===== config.mk =====
export PLATFORM = sky130hd
export DESIGN_NAME = imm_decode_stage
export DESIGN_NICKNAME = d
export VERILOG_FILES = /design/src/rtl/imm_pkg.sv /design/src/rtl/imm_decode_comb.sv /design/src/rtl/imm_decode_stage.sv
export SDC_FILE = /design/constraint.sdc
export NUM_CORES = 1
export LEC_CHECK = 0
export BUFFER_PORTS_ARGS = -buffer_cell sky130_fd_sc_hd__buf_2
export CAP_MARGIN = 20
export CELL_PAD_IN_SITES_DETAIL_PLACEMENT = 1
export CELL_PAD_IN_SITES_GLOBAL_PLACEMENT = 1
export CORE_MARGIN = 2
export CORE_UTILIZATION = 25
export CTS_CLUSTER_SIZE = 28
export DETAILED_ROUTE_END_ITERATION = 8
export PLACE_DENSITY_LB_ADDON = 0.1
export REMOVE_ABC_BUFFERS = 1
export SKIP_LAST_GASP = 1
export SLEW_MARGIN = 20
export SYNTH_ARGS = -nofsm -noshare
export SYNTH_HDL_FRONTEND = slang
export SYNTH_SLANG_ARGS = --single-unit

===== constraint.sdc =====
create_clock -name clk -period 1.9 [get_ports clk]
set_input_delay 0.19 -clock clk [delete_from_list [all_inputs] [get_ports clk]]
set_output_delay 0.19 -clock clk [all_outputs]
set_load 0.005 [all_outputs]

===== src/rtl/imm_pkg.sv =====
// Shared types for the immediate-decode stage: format classes and RV opcodes.
// Latency: n/a (types and constants only).
// Backpressure: n/a.
package imm_pkg;

  // Nine format classes need four bits; FMT_W sizes every port/reg that carries one.
  localparam int FMT_W = 4;

  typedef enum logic [FMT_W-1:0] {
    FMT_NONE = 4'd0,
    FMT_R    = 4'd1,
    FMT_I    = 4'd2,
    FMT_S    = 4'd3,
    FMT_B    = 4'd4,
    FMT_U    = 4'd5,
    FMT_J    = 4'd6,
    FMT_SH   = 4'd7,
    FMT_Z    = 4'd8
  } fmt_e;

  localparam logic [6:0] OPC_LOAD   = 7'b0000011;
  localparam logic [6:0] OPC_FENCE  = 7'b0001111;
  localparam logic [6:0] OPC_OP_IMM = 7'b0010011;
  localparam logic [6:0] OPC_AUIPC  = 7'b0010111;
  localparam logic [6:0] OPC_STORE  = 7'b0100011;
  localparam logic [6:0] OPC_OP     = 7'b0110011;
  localparam logic [6:0] OPC_LUI    = 7'b0110111;
  localparam logic [6:0] OPC_BRANCH = 7'b1100011;
  localparam logic [6:0] OPC_JALR   = 7'b1100111;
  localparam logic [6:0] OPC_JAL    = 7'b1101111;
  localparam logic [6:0] OPC_SYSTEM = 7'b1110011;

endpackage


===== src/rtl/imm_decode_comb.sv =====
// Purpose: pure combinational RV immediate decoder (instr -> imm, fmt, illegal).
// Latency: 0 cycles (combinational).
// Backpressure: none; no handshake of its own.
// Ports: instr in [31:0]; imm out [XLEN-1:0]; fmt out fmt_e; illegal out.
module imm_decode_comb
  import imm_pkg::*;
#(
  parameter int XLEN = 32
) (
  input  logic [31:0]     instr,
  output logic [XLEN-1:0] imm,
  output fmt_e            fmt,
  output logic            illegal
);

  logic [31:0] imm32;
  logic [5:0]  shamt;
  logic [2:0]  funct3;
  logic [6:0]  opcode;

  assign opcode = instr[6:0];
  assign funct3 = instr[14:12];

  // RV64 shift amounts are six bits wide; RV32 ignores instr[25].
  assign shamt = (XLEN == 64) ? instr[25:20] : {1'b0, instr[24:20]};

  // Every format is built as a 32-bit value whose bit 31 is the correct sign
  // (zero-extended kinds are small and positive), then widened once below.
  always_comb begin
    imm32   = '0;
    fmt     = FMT_NONE;
    illegal = 1'b0;
    case (opcode)
      OPC_LOAD, OPC_JALR, OPC_FENCE: begin
        imm32 = {{20{instr[31]}}, instr[31:20]};
        fmt   = FMT_I;
      end
      OPC_OP_IMM: begin
        if (funct3 == 3'b001 || funct3 == 3'b101) begin
          imm32 = {26'b0, shamt};
          fmt   = FMT_SH;
        end else begin
          imm32 = {{20{instr[31]}}, instr[31:20]};
          fmt   = FMT_I;
        end
      end
      OPC_STORE: begin
        imm32 = {{20{instr[31]}}, instr[31:25], instr[11:7]};
        fmt   = FMT_S;
      end
      OPC_BRANCH: begin
        imm32 = {{19{instr[31]}}, instr[31], instr[7], instr[30:25], instr[11:8], 1'b0};
        fmt   = FMT_B;
      end
      OPC_LUI, OPC_AUIPC: begin
        imm32 = {instr[31:12], 12'b0};
        fmt   = FMT_U;
      end
      OPC_JAL: begin
        imm32 = {{11{instr[31]}}, instr[31], instr[19:12], instr[20], instr[30:21], 1'b0};
        fmt   = FMT_J;
      end
      OPC_SYSTEM: begin
        // Only the immediate CSR forms carry an operand; ECALL/CSRRW etc. have none.
        if (funct3[2]) begin
          imm32 = {27'b0, instr[19:15]};
          fmt   = FMT_Z;
        end
      end
      OPC_OP: begin
        fmt = FMT_R;
      end
      default: begin
        illegal = 1'b1;
      end
    endcase
  end

  generate
    if (XLEN == 64) begin : g_x64
      assign imm = {{32{imm32[31]}}, imm32};
    end else begin : g_x32
      assign imm = imm32;
    end
  endgenerate

endmodule


===== src/rtl/imm_decode_stage.sv =====
// Purpose: registered immediate-decode stage between fetch and execute, with 2-entry skid.
// Latency: 1 cycle from input handshake to out_valid; 1 beat/cycle while out_ready=1.
// Backpressure: in_ready is a flop (~skid_valid); a stalled output parks one more beat in skid.
// Ports: clk, rst_n (async low), flush; in_valid/in_ready/in_instr/in_pc;
//        out_valid/out_ready/out_imm/out_fmt/out_illegal/out_instr/out_pc.
module imm_decode_stage
  import imm_pkg::*;
#(
  parameter int XLEN = 32,
  parameter int PC_W = 32
) (
  input  logic             clk,
  input  logic             rst_n,
  input  logic             flush,
  input  logic             in_valid,
  output logic             in_ready,
  input  logic [31:0]      in_instr,
  input  logic [PC_W-1:0]  in_pc,
  output logic             out_valid,
  input  logic             out_ready,
  output logic [XLEN-1:0]  out_imm,
  output logic [FMT_W-1:0] out_fmt,
  output logic             out_illegal,
  output logic [31:0]      out_instr,
  output logic [PC_W-1:0]  out_pc
);

  // Decode sits before the registers so both skid and output hold decoded beats.
  logic [XLEN-1:0] dec_imm;
  fmt_e            dec_fmt;
  logic            dec_illegal;

  imm_decode_comb #(.XLEN(XLEN)) u_dec (
    .instr   (in_instr),
    .imm     (dec_imm),
    .fmt     (dec_fmt),
    .illegal (dec_illegal)
  );

  logic            out_valid_q,   out_valid_d;
  logic [XLEN-1:0] out_imm_q,     out_imm_d;
  fmt_e            out_fmt_q,     out_fmt_d;
  logic            out_illegal_q, out_illegal_d;
  logic [31:0]     out_instr_q,   out_instr_d;
  logic [PC_W-1:0] out_pc_q,      out_pc_d;

  logic            skid_valid_q,   skid_valid_d;
  logic [XLEN-1:0] skid_imm_q,     skid_imm_d;
  fmt_e            skid_fmt_q,     skid_fmt_d;
  logic            skid_illegal_q, skid_illegal_d;
  logic [31:0]     skid_instr_q,   skid_instr_d;
  logic [PC_W-1:0] skid_pc_q,      skid_pc_d;

  logic accept;
  logic drain;

  assign in_ready = ~skid_valid_q;
  assign accept   = in_valid & ~skid_valid_q;
  assign drain    = out_valid_q & out_ready;

  always_comb begin
    out_valid_d    = out_valid_q;
    out_imm_d      = out_imm_q;
    out_fmt_d      = out_fmt_q;
    out_illegal_d  = out_illegal_q;
    out_instr_d    = out_instr_q;
    out_pc_d       = out_pc_q;
    skid_valid_d   = skid_valid_q;
    skid_imm_d     = skid_imm_q;
    skid_fmt_d     = skid_fmt_q;
    skid_illegal_d = skid_illegal_q;
    skid_instr_d   = skid_instr_q;
    skid_pc_d      = skid_pc_q;

    if (flush) begin
      // Everything buffered and anything offered this cycle is dropped.
      out_valid_d  = 1'b0;
      skid_valid_d = 1'b0;
    end else if (skid_valid_q) begin
      // Skid full implies in_ready=0, so the only event is the older beat moving up.
      if (drain) begin
        out_valid_d   = 1'b1;
        out_imm_d     = skid_imm_q;
        out_fmt_d     = skid_fmt_q;
        out_illegal_d = skid_illegal_q;
        out_instr_d   = skid_instr_q;
        out_pc_d      = skid_pc_q;
        skid_valid_d  = 1'b0;
      end
    end else if (!out_valid_q || drain) begin
      // Output slot free (or freeing): new beat bypasses the skid.
      out_valid_d = accept;
      if (accept) begin
        out_imm_d     = dec_imm;
        out_fmt_d     = dec_fmt;
        out_illegal_d = dec_illegal;
        out_instr_d   = in_instr;
        out_pc_d      = in_pc;
      end
    end else if (accept) begin
      skid_valid_d   = 1'b1;
      skid_imm_d     = dec_imm;
      skid_fmt_d     = dec_fmt;
      skid_illegal_d = dec_illegal;
      skid_instr_d   = in_instr;
      skid_pc_d      = in_pc;
    end
  end

  always_ff @(posedge clk or negedge rst_n) begin
    if (!rst_n) begin
      out_valid_q    <= 1'b0;
      out_imm_q      <= '0;
      out_fmt_q      <= FMT_NONE;
      out_illegal_q  <= 1'b0;
      out_instr_q    <= '0;
      out_pc_q       <= '0;
      skid_valid_q   <= 1'b0;
      skid_imm_q     <= '0;
      skid_fmt_q     <= FMT_NONE;
      skid_illegal_q <= 1'b0;
      skid_instr_q   <= '0;
      skid_pc_q      <= '0;
    end else begin
      out_valid_q    <= out_valid_d;
      out_imm_q      <= out_imm_d;
      out_fmt_q      <= out_fmt_d;
      out_illegal_q  <= out_illegal_d;
      out_instr_q    <= out_instr_d;
      out_pc_q       <= out_pc_d;
      skid_valid_q   <= skid_valid_d;
      skid_imm_q     <= skid_imm_d;
      skid_fmt_q     <= skid_fmt_d;
      skid_illegal_q <= skid_illegal_d;
      skid_instr_q   <= skid_instr_d;
      skid_pc_q      <= skid_pc_d;
    end
  end

  assign out_valid   = out_valid_q;
  assign out_imm     = out_imm_q;
  assign out_fmt     = out_fmt_q;
  assign out_illegal = out_illegal_q;
  assign out_instr   = out_instr_q;
  assign out_pc      = out_pc_q;

endmodule

# Word level (Yosys, flattened, before mapping)
# Index checks and enable logic that the tools add are counted.
# word_totals
output_inout_bits	103
input_bits	69
wordCells	80
reg_bits	204
# op_classes
mux	36
bitwise_logic	5
eq_ne	15
n_reduce_logical	12
# op_table
cell	n
two-way mux 32 bit	13
case mux 32 bit (7 select lines)	1
case mux 4 bit (8 select lines)	1
== test 7 bit, second input constant	4
== test 7 x 6 -> 1 bit, second input constant	3
two-way mux 4 bit	5
== test 7 x 5 -> 1 bit, second input constant	2
two-way mux 1 bit	14
OR reduction 11 bit	1
AND reduction 4 bit	2
== test 7 x 2 -> 1 bit, second input constant	1
== test 7 x 4 -> 1 bit, second input constant	1
two-way mux 5 bit	1
nonzero test 2 bit	2
== test 3 x 1 -> 1 bit, second input constant	1
== test 3 bit, second input constant	1
two-way mux 3 bit	1
!= test 3 x 2 -> 1 bit, second input constant	1
inverter 1 bit	3
nonzero test 3 bit	1
OR reduction 3 bit	1
AND 1 bit	2
logical OR 1 bit	2
!= test 2 x 1 -> 1 bit, second input constant	1
other kinds (3)	3

# Longest topological paths before layout
# Gate-level depths: netlist of the first run.
# logic_depth
ltp_word	7
mapped_depth	9
mapped_depth_nobuf	5

# Cells and area by module
# From an unflattened synthesis of the first run, not the netlist that was laid out.
# unflattened
hier_cells	656
area_unflattened_um2	9457.8
# modules_own_cells
module	area_per_inst_um2	seq_area_each_um2	cells_each	n_inst
imm_decode_stage	8765.9	5104.9	550	1
imm_decode_comb	691.9	0.0	106	1

# Worst setup path after synthesis of the first run
# Ideal clock, no wire load.
# synth_path
path_type	register -> register
from	reg out_valid_q, in the netlist out_valid
to	reg out_imm_q[20], in the netlist out_imm[20]
required_ns	1.759
period_less_slack_ns	2.009
path_slack_ns	-0.109
t_arrival_ns	1.868
setup_ns	0.141
stages_incl_launch_ff	9
path_buffers	3
path_cell_list	dfrtp_1 -> nor2b_1 -> or4_1 -> buf_2 -> buf_6 -> clkbuf_2 -> or3_1 -> o21ai_0 -> a31oi_1
# synth_via
elab_chain_len	4
elab_cells_between_ends	6
cone_classes	eq/ne: 1; bitwise: 1; reduce/logical: 4
# synth_rtl
item	line_no	text
start, declared	imm_decode_stage.sv:40	logic out_valid_q, out_valid_d;
start signal, assigned	imm_decode_stage.sv:125	out_valid_q <= out_valid_d;
AND 1 bit / zero test 1 bit (equally long branches)	imm_decode_stage.sv:59, imm_decode_stage.sv:90	
logical OR 1 bit	imm_decode_stage.sv:90	end else if (!out_valid_q || drain) begin
nonzero test 2 bit (no source line)	--	
AND reduction 4 bit (no source line) (*)	--	
end signal, assigned	imm_decode_stage.sv:126	out_imm_q <= out_imm_d;
end, declared	imm_decode_stage.sv:41	logic [XLEN-1:0] out_imm_q, out_imm_d;
# Mark *: on every way between the ends. The rest lies on a longest branch, timed or not.
# A chain may end at the register's enable or synchronous reset.

# Final worst setup path of the first run
# layout_path
from	reg skid_valid_q
to	reg out_imm_q[2], in the netlist out_imm[2]
# layout_via
elab_chain_len	4
elab_cells_between_ends	7
cone_classes	eq/ne: 1; mux: 1; bitwise: 2; reduce/logical: 3
# layout_rtl
item	line_no	text
start, declared	imm_decode_stage.sv:47	logic skid_valid_q, skid_valid_d;
start signal, assigned	imm_decode_stage.sv:131	skid_valid_q <= skid_valid_d;
inverter 1 bit (no source line)	--	
AND 1 bit	imm_decode_stage.sv:58	assign accept = in_valid & ~skid_valid_q;
nonzero test 2 bit (no source line)	--	
AND reduction 4 bit (no source line)	--	
# Parallel ways exist; a longest one is shown, timed or not.

==> impl_metrics.tcl, run 1 <==
set metrics [dict create \
    period_share 1.017 \
    critPathCaptureType "register" \
    min_period_ps 1933 \
    clkSinkCount 204 \
    p_leak_uw 0.005818 \
    path_class "reg2reg" \
    min_from "in_instr[27]" \
    finalWirelength_um 30400 \
    setup_slack_ps -33.13 \
    worstSetupStartpointType "register" \
    grt_first_pass_wirelength_um 47770 \
    hold_path.class "in2reg" \
    drc 0 \
    critPathMaxFanout 21 \
    dp.cells 1578 \
    synthDistinctLibCells 46 \
    num_antenna_cells 0 \
    ios 172 \
    synthFlopType "dfrtp_1" \
    fin_cells 1695 \
    nets 1284 \
    setup.worst_path.start "skid_valid_q" \
    rows 69 \
    cts_root_buffer "clkbuf_16" \
    fin_setup_tns_ps -507.9 \
    syn_inst 960 \
    cts_made_buffers 27 \
    avgSynthCellArea_um2 9.308 \
    die_area_mm2 0.03727 \
    via_per_inst 4.516 \
    holdWs_ps -52.37 \
    outcome "finished with violations" \
    final.setup_skew_ps 9.754 \
    drive_gt1_frac 0.2342 \
    drtIter0Drc 235 \
    n_fill_cell 4124 \
    clkSlewWorstSetupHoldPaths_ps 60 \
    clk_latency_ps 540 \
    initial_core_util 0.2525 \
    cts_max_path_buffers 3 \
    io_buffers 171 \
    seq_area_frac_synth 0.5713 \
    gp_congestion 0.7975 \
    layout_common_cells "nand2_1 (303), dfrtp_1 (203), buf_2 (170), o21ai_0 (91), mux2i_1 (64)" \
    fmax_mhz 517.3 \
    ir_drop_uv 599.9 \
    worstReg2RegStart "skid_valid_q" \
    syn_to_final_growth_pct 39.08 \
    h-tree-depth 1 \
    cts_tree "yes" \
    post-dp-hpwl_um 20010 \
    violations "negative hold slack, negative setup slack" \
    finalSetupViolations 25 \
    rsz0062_at_grt "true" \
    die_y_um 193.1 \
    cap_violations 0 \
    vias 7655 \
    grt_pass1_vias 8133 \
    power.total_uw 13930 \
    place_ws_ps -164.9 \
    hold_viol_final 5 \
    slew_headroom 0.6395 \
    antenna_left 0 \
    worst_pin_slew_ps 540.7 \
    slew_viol_final 0 \
    critPathRequiredTime_ps 2310 \
    antenna_found_initial 0 \
    track_usage 0.1653 \
    yosys_warnings 0 \
    die_w_um 193.1 \
    holdBufCountCts 62 \
    arrival_ps 2340 \
    async_reset_ff_frac 1.000 \
    final_common_cell "nand2_1" \
    grt_start_max_net_pins 86 \
    synth_edf_count 0 \
    wl_per_cell_um 17.93 \
    power.density_mw_per_mm2 1121 \
    coreArea_mm2 0.03540 \
    grt_overflow_total 0 \
    first_pass_iters 4 \
    synth.cell_area_mm2 0.008936 \
    ys_seq_elements 204 \
]
[stage by stage]
stage	util	hold slack, ps	cell area, um2
2_1_floorplan	-	-105.6	8653
3_3_place_gp	0.3025	193.9	10710
6_report	0.3511	-52.37	12430
4_1_cts	0.3499	-72.54	12380
5_1_grt	0.3511	-30.20	12430
3_5_place_dp	0.3025	192.0	10710
[state kept, by name, summed over array words and instances, names as in the netlist]
name / cells
out_pc: 32
out_valid: 1
skid_imm_q: 32
out_imm: 32
out_instr: 32
skid_instr_q: 32
skid_illegal_q: 1
skid_pc_q: 32
out_fmt: 4
skid_fmt_q: 4
out_illegal: 1
skid_valid_q: 1
[metal layers]
| metal | share of wire | wire length (um) | up-vias | global-route usage |
|---|---|---|---|---|
| met5 | 0 | 0 | - | 0 |
| met4 | 0.020 | 600 | 0 | 0.04108 |
| met3 | 0.035 | 1069 | 34 | 0.02335 |
| met2 | 0.45 | 13690 | 135 | 0.2637 |
| met1 | 0.49 | 15040 | 3730 | 0.2357 |
| li1 | - | - | 3756 | - |
[worst paths after layout]
kind / endpoint / slack [ps] / depth (start not counted)
worst min-delay path: out_imm[7] / -50 / 3
worst max-delay path: out_imm[2] / -30 / 6
worst max register to register: out_imm[2] / -30 / 6
max in group asynchronous: out_pc[0] / 1030 / 3
min in group asynchronous: out_pc[14] / 210 / 2
worst min register to register: out_pc[30] / 470 / 2
[cell type report]
class | instances | area, um2 | area share
clock inverters | 6 | 82.58 | 0.006645
clock buffers | 42 | 842.1 | 0.06775
flip-flops and latches | 204 | 5109 | 0.4111
multi-input cells | 681 | 3591 | 0.2889
well taps | 461 | 576.8 | 0.04641
inverters | 7 | 26.28 | 0.002114
repair buffers | 294 | 2201 | 0.1771
[report_power, final]
part	switching (uW)	internal (uW)
sequential	595	5460
combinational	1380	1240
clock	1970	3280
total	3940	9990
[kinds of logic (layout without fill, tap and decap cells)]
kind of cell	Yosys count	count (layout)	synth area share
buffers and inverters	75	349	0.03458
XOR/XNOR	1	1	0.0009803
AO/OA/AOI/OAI	212	212	0.1308
AND/OR/NAND/NOR	404	404	0.1907
flip-flops	204	204	0.5713
multiplexers	64	64	0.07169
[what timing repair did]
| action | in CTS | in global routing |
|---|---|---|
| gates resized for setup | 11 | 22 |
| cloned | 2 | 0 |
| setup endpoints to repair | 33 | 87 |
| endpoints found under the hold margin | 188 | 3 |
| pin swaps | 0 | 1 |
| setup buffers | 3 | 2 |
[synth_stat cells, drive strengths merged, types with 2 or more instances]
library cell	n	area share
and3b	2	0.0020
nor2	35	0.016
o21ai	122	0.068
a31oi	35	0.025
or3	25	0.018
and3	12	0.0084
and2	4	0.0028
nor2b	5	0.0035
o21a	2	0.0017
or4	2	0.0017
nand2	304	0.13
o211ai	5	0.0042
inv	7	0.0029
nand3	2	0.0011
nor4	4	0.0035
buf	14	0.0087
nor3	2	0.0011
nand2b	3	0.0021
mux2i	64	0.072
clkbuf	54	0.023
dfrtp	204	0.57
o22ai	6	0.0042
a21oi	32	0.018
[critical path, cell delays in order (launching register included)]
cell	delay [ps]
dfrtp_4	500
nor2b_4	140
or4_4	510
buf_12	200
or3_1	310
o21ai_0	80
a31oi_1	60
(Power assumes the default switching activity.)
==> run 2, diff against run 1 <==
Settings changed: BUFFER_PORTS_ARGS -buffer_cell sky130_fd_sc_hd__buf_2 to not set, CORE_UTILIZATION 25 to 43, DONT_BUFFER_PORTS set to 1.
==> run 2 against run 1 <==
Effect of this change: the run still ends with negative hold slack, negative setup slack left; utilization is 20 points higher; flip-flop and latch count stayed put; first-iteration DRC count is 39% higher; non-clock buffer count is 173 lower; critical path type unchanged; setup slack worse by 56 ps.
==> impl_metrics.tcl, run 2 (same netlist as run 1, synthesis figures left out) <==
set metrics [dict create \
    outcome "finished with violations" \
    violations "negative hold slack, negative setup slack" \
    holdWs_ps -621.2 \
    ios 172 \
    dp.cells 1197 \
    rows 52 \
    cts_made_buffers 23 \
    post-dp-hpwl_um 16910 \
    h-tree-depth 1 \
    worstReg2RegStart "skid_valid_q" \
    cts_root_buffer "clkbuf_16" \
    power.density_mw_per_mm2 1125 \
    die_area_mm2 0.02195 \
    drtIter0Drc 326 \
    setup_slack_ps -89.47 \
    fin_cells 1322 \
    r2r_end "out_imm[1]" \
    fin_util 0.5505 \
    cts_tree "yes" \
    grt_first_pass_wirelength_um 44640 \
    slew_headroom 0.3058 \
    nets 1107 \
    final_common_cell "nand2_1" \
    rsz0062_at_grt "true" \
    via_per_inst 5.666 \
    grt_pass1_vias 8339 \
    finalSetupViolations 19 \
    clkSlewWorstSetupHoldPaths_ps 60 \
    die_y_um 148.2 \
    die_w_um 148.2 \
    grt_start_max_net_pins 205 \
    cts_max_path_buffers 3 \
    n_fill_cell 2276 \
    grt_overflow_total 0 \
    wl_per_cell_um 21.58 \
    cap_violations 0 \
    worst_pin_slew_ps 1037 \
    critPathRequiredTime_ps 2270 \
    antenna_left 0 \
    track_usage 0.2541 \
    num_antenna_cells 0 \
    critPathMaxFanout 35 \
    layout_common_cells "nand2_1 (304), dfrtp_1 (203), o21ai_0 (94), dlygate4sd3_1 (70), mux2i_1 (64)" \
    path_class "reg2reg" \
    period_share 1.047 \
    clk_latency_ps 500 \
    hold_viol_final 204 \
    worstSetupStartpointType "register" \
    r2r_setup_slack_ps -90 \
    final.setup_skew_ps 13.45 \
    io_buffers 0 \
    hold_path.class "in2async" \
    vias 7490 \
    p_leak_uw 0.004980 \
    gp_congestion 0.8796 \
    fmax_mhz 502.6 \
    ir_drop_uv 590.2 \
    critPathCaptureType "register" \
    syn_to_final_growth_pct 25.06 \
    drive_gt1_frac 0.1017 \
    slew_viol_final 0 \
    first_pass_iters 5 \
    clkSinkCount 204 \
    min_period_ps 1989 \
    finalWirelength_um 28530 \
    arrival_ps 2360 \
    antenna_found_initial 0 \
    drc 0 \
    reg2reg_depth 6 \
    coreArea_mm2 0.02030 \
    initial_core_util 0.4402 \
]
-- run 2: per-stage QoR --
step                setup TNS (ps)  hold WS (ps)  power, uW  cell area [um2]  setup WS [ps]
floorplan                  -618440        -105.6       7240             8653          -3995
global placement                 0        -100.3       7757             9448          5.671
detailed placement          -669.7        -100.3       7982             9448         -111.7
CTS                          -3042        -637.1      12560            10920         -103.4
global route                 -3121        -637.4      13230            11180         -155.8
finish                      -685.9        -621.2      12570            11180         -89.47
-- run 2: report_power, final --
part | total, uW | internal (uW) | switching [uW] | leakage (uW)
clock network | 4360 | 2560 | 1800 | 0.000357
registers | 6260 | 5460 | 802 | 0.00256
logic | 1940 | 885 | 1060 | 0.00206
total | 12600 | 8910 | 3660 | 0.00498
-- run 2: routing by layer --
| metal | wire (um) | track usage |
|---|---|---|
| met2 | 14380 | 0.4509 |
| met3 | 2002 | 0.06104 |
| met1 | 11550 | 0.3124 |
| met4 | 585 | 0.06476 |
| met5 | 0 | 0 |
-- run 2: worst max-delay path by stage --
stage,start,end,slack (ps),cells past startpoint
floorplan,skid_valid_q,out_imm[12],-4000,5
finish,skid_valid_q,out_imm[1],-90,6
CTS,skid_valid_q,in_ready,-100,5
detailed placement,in_instr[6],out_imm[6],-110,5
global route,skid_valid_q,out_imm[26],-160,6
global placement,skid_valid_q,out_imm[22],6,6
-- run 2: critical path, cell delays in order (launching register included) --
cell	delay, ps
dfrtp_4	490
nor2b_4	140
or4_4	480
buf_12	190
or3_1	330
o21ai_0	110
a31oi_1	80
-- run 2: timing repair --
action	CTS	global route
pin swaps	1	1
hold endpoints to repair	397	207
buffers inserted	3	8
gates resized for setup	9	23
gates cloned	1	5
endpoints found under the setup margin	35	158
hold buffers	67	3
-- run 2: area by class of cell --
class                   instances  area, um2  share of cell area
clock buffers                  28      614.3             0.05497
clock inverters                11      110.1            0.009852
inverters                       7      30.03            0.002687
multi-input cells             681       3615              0.3234
flip-flops and latches        204       5109              0.4571
well taps                     270      337.8             0.03023
repair buffers                121       1360              0.1217
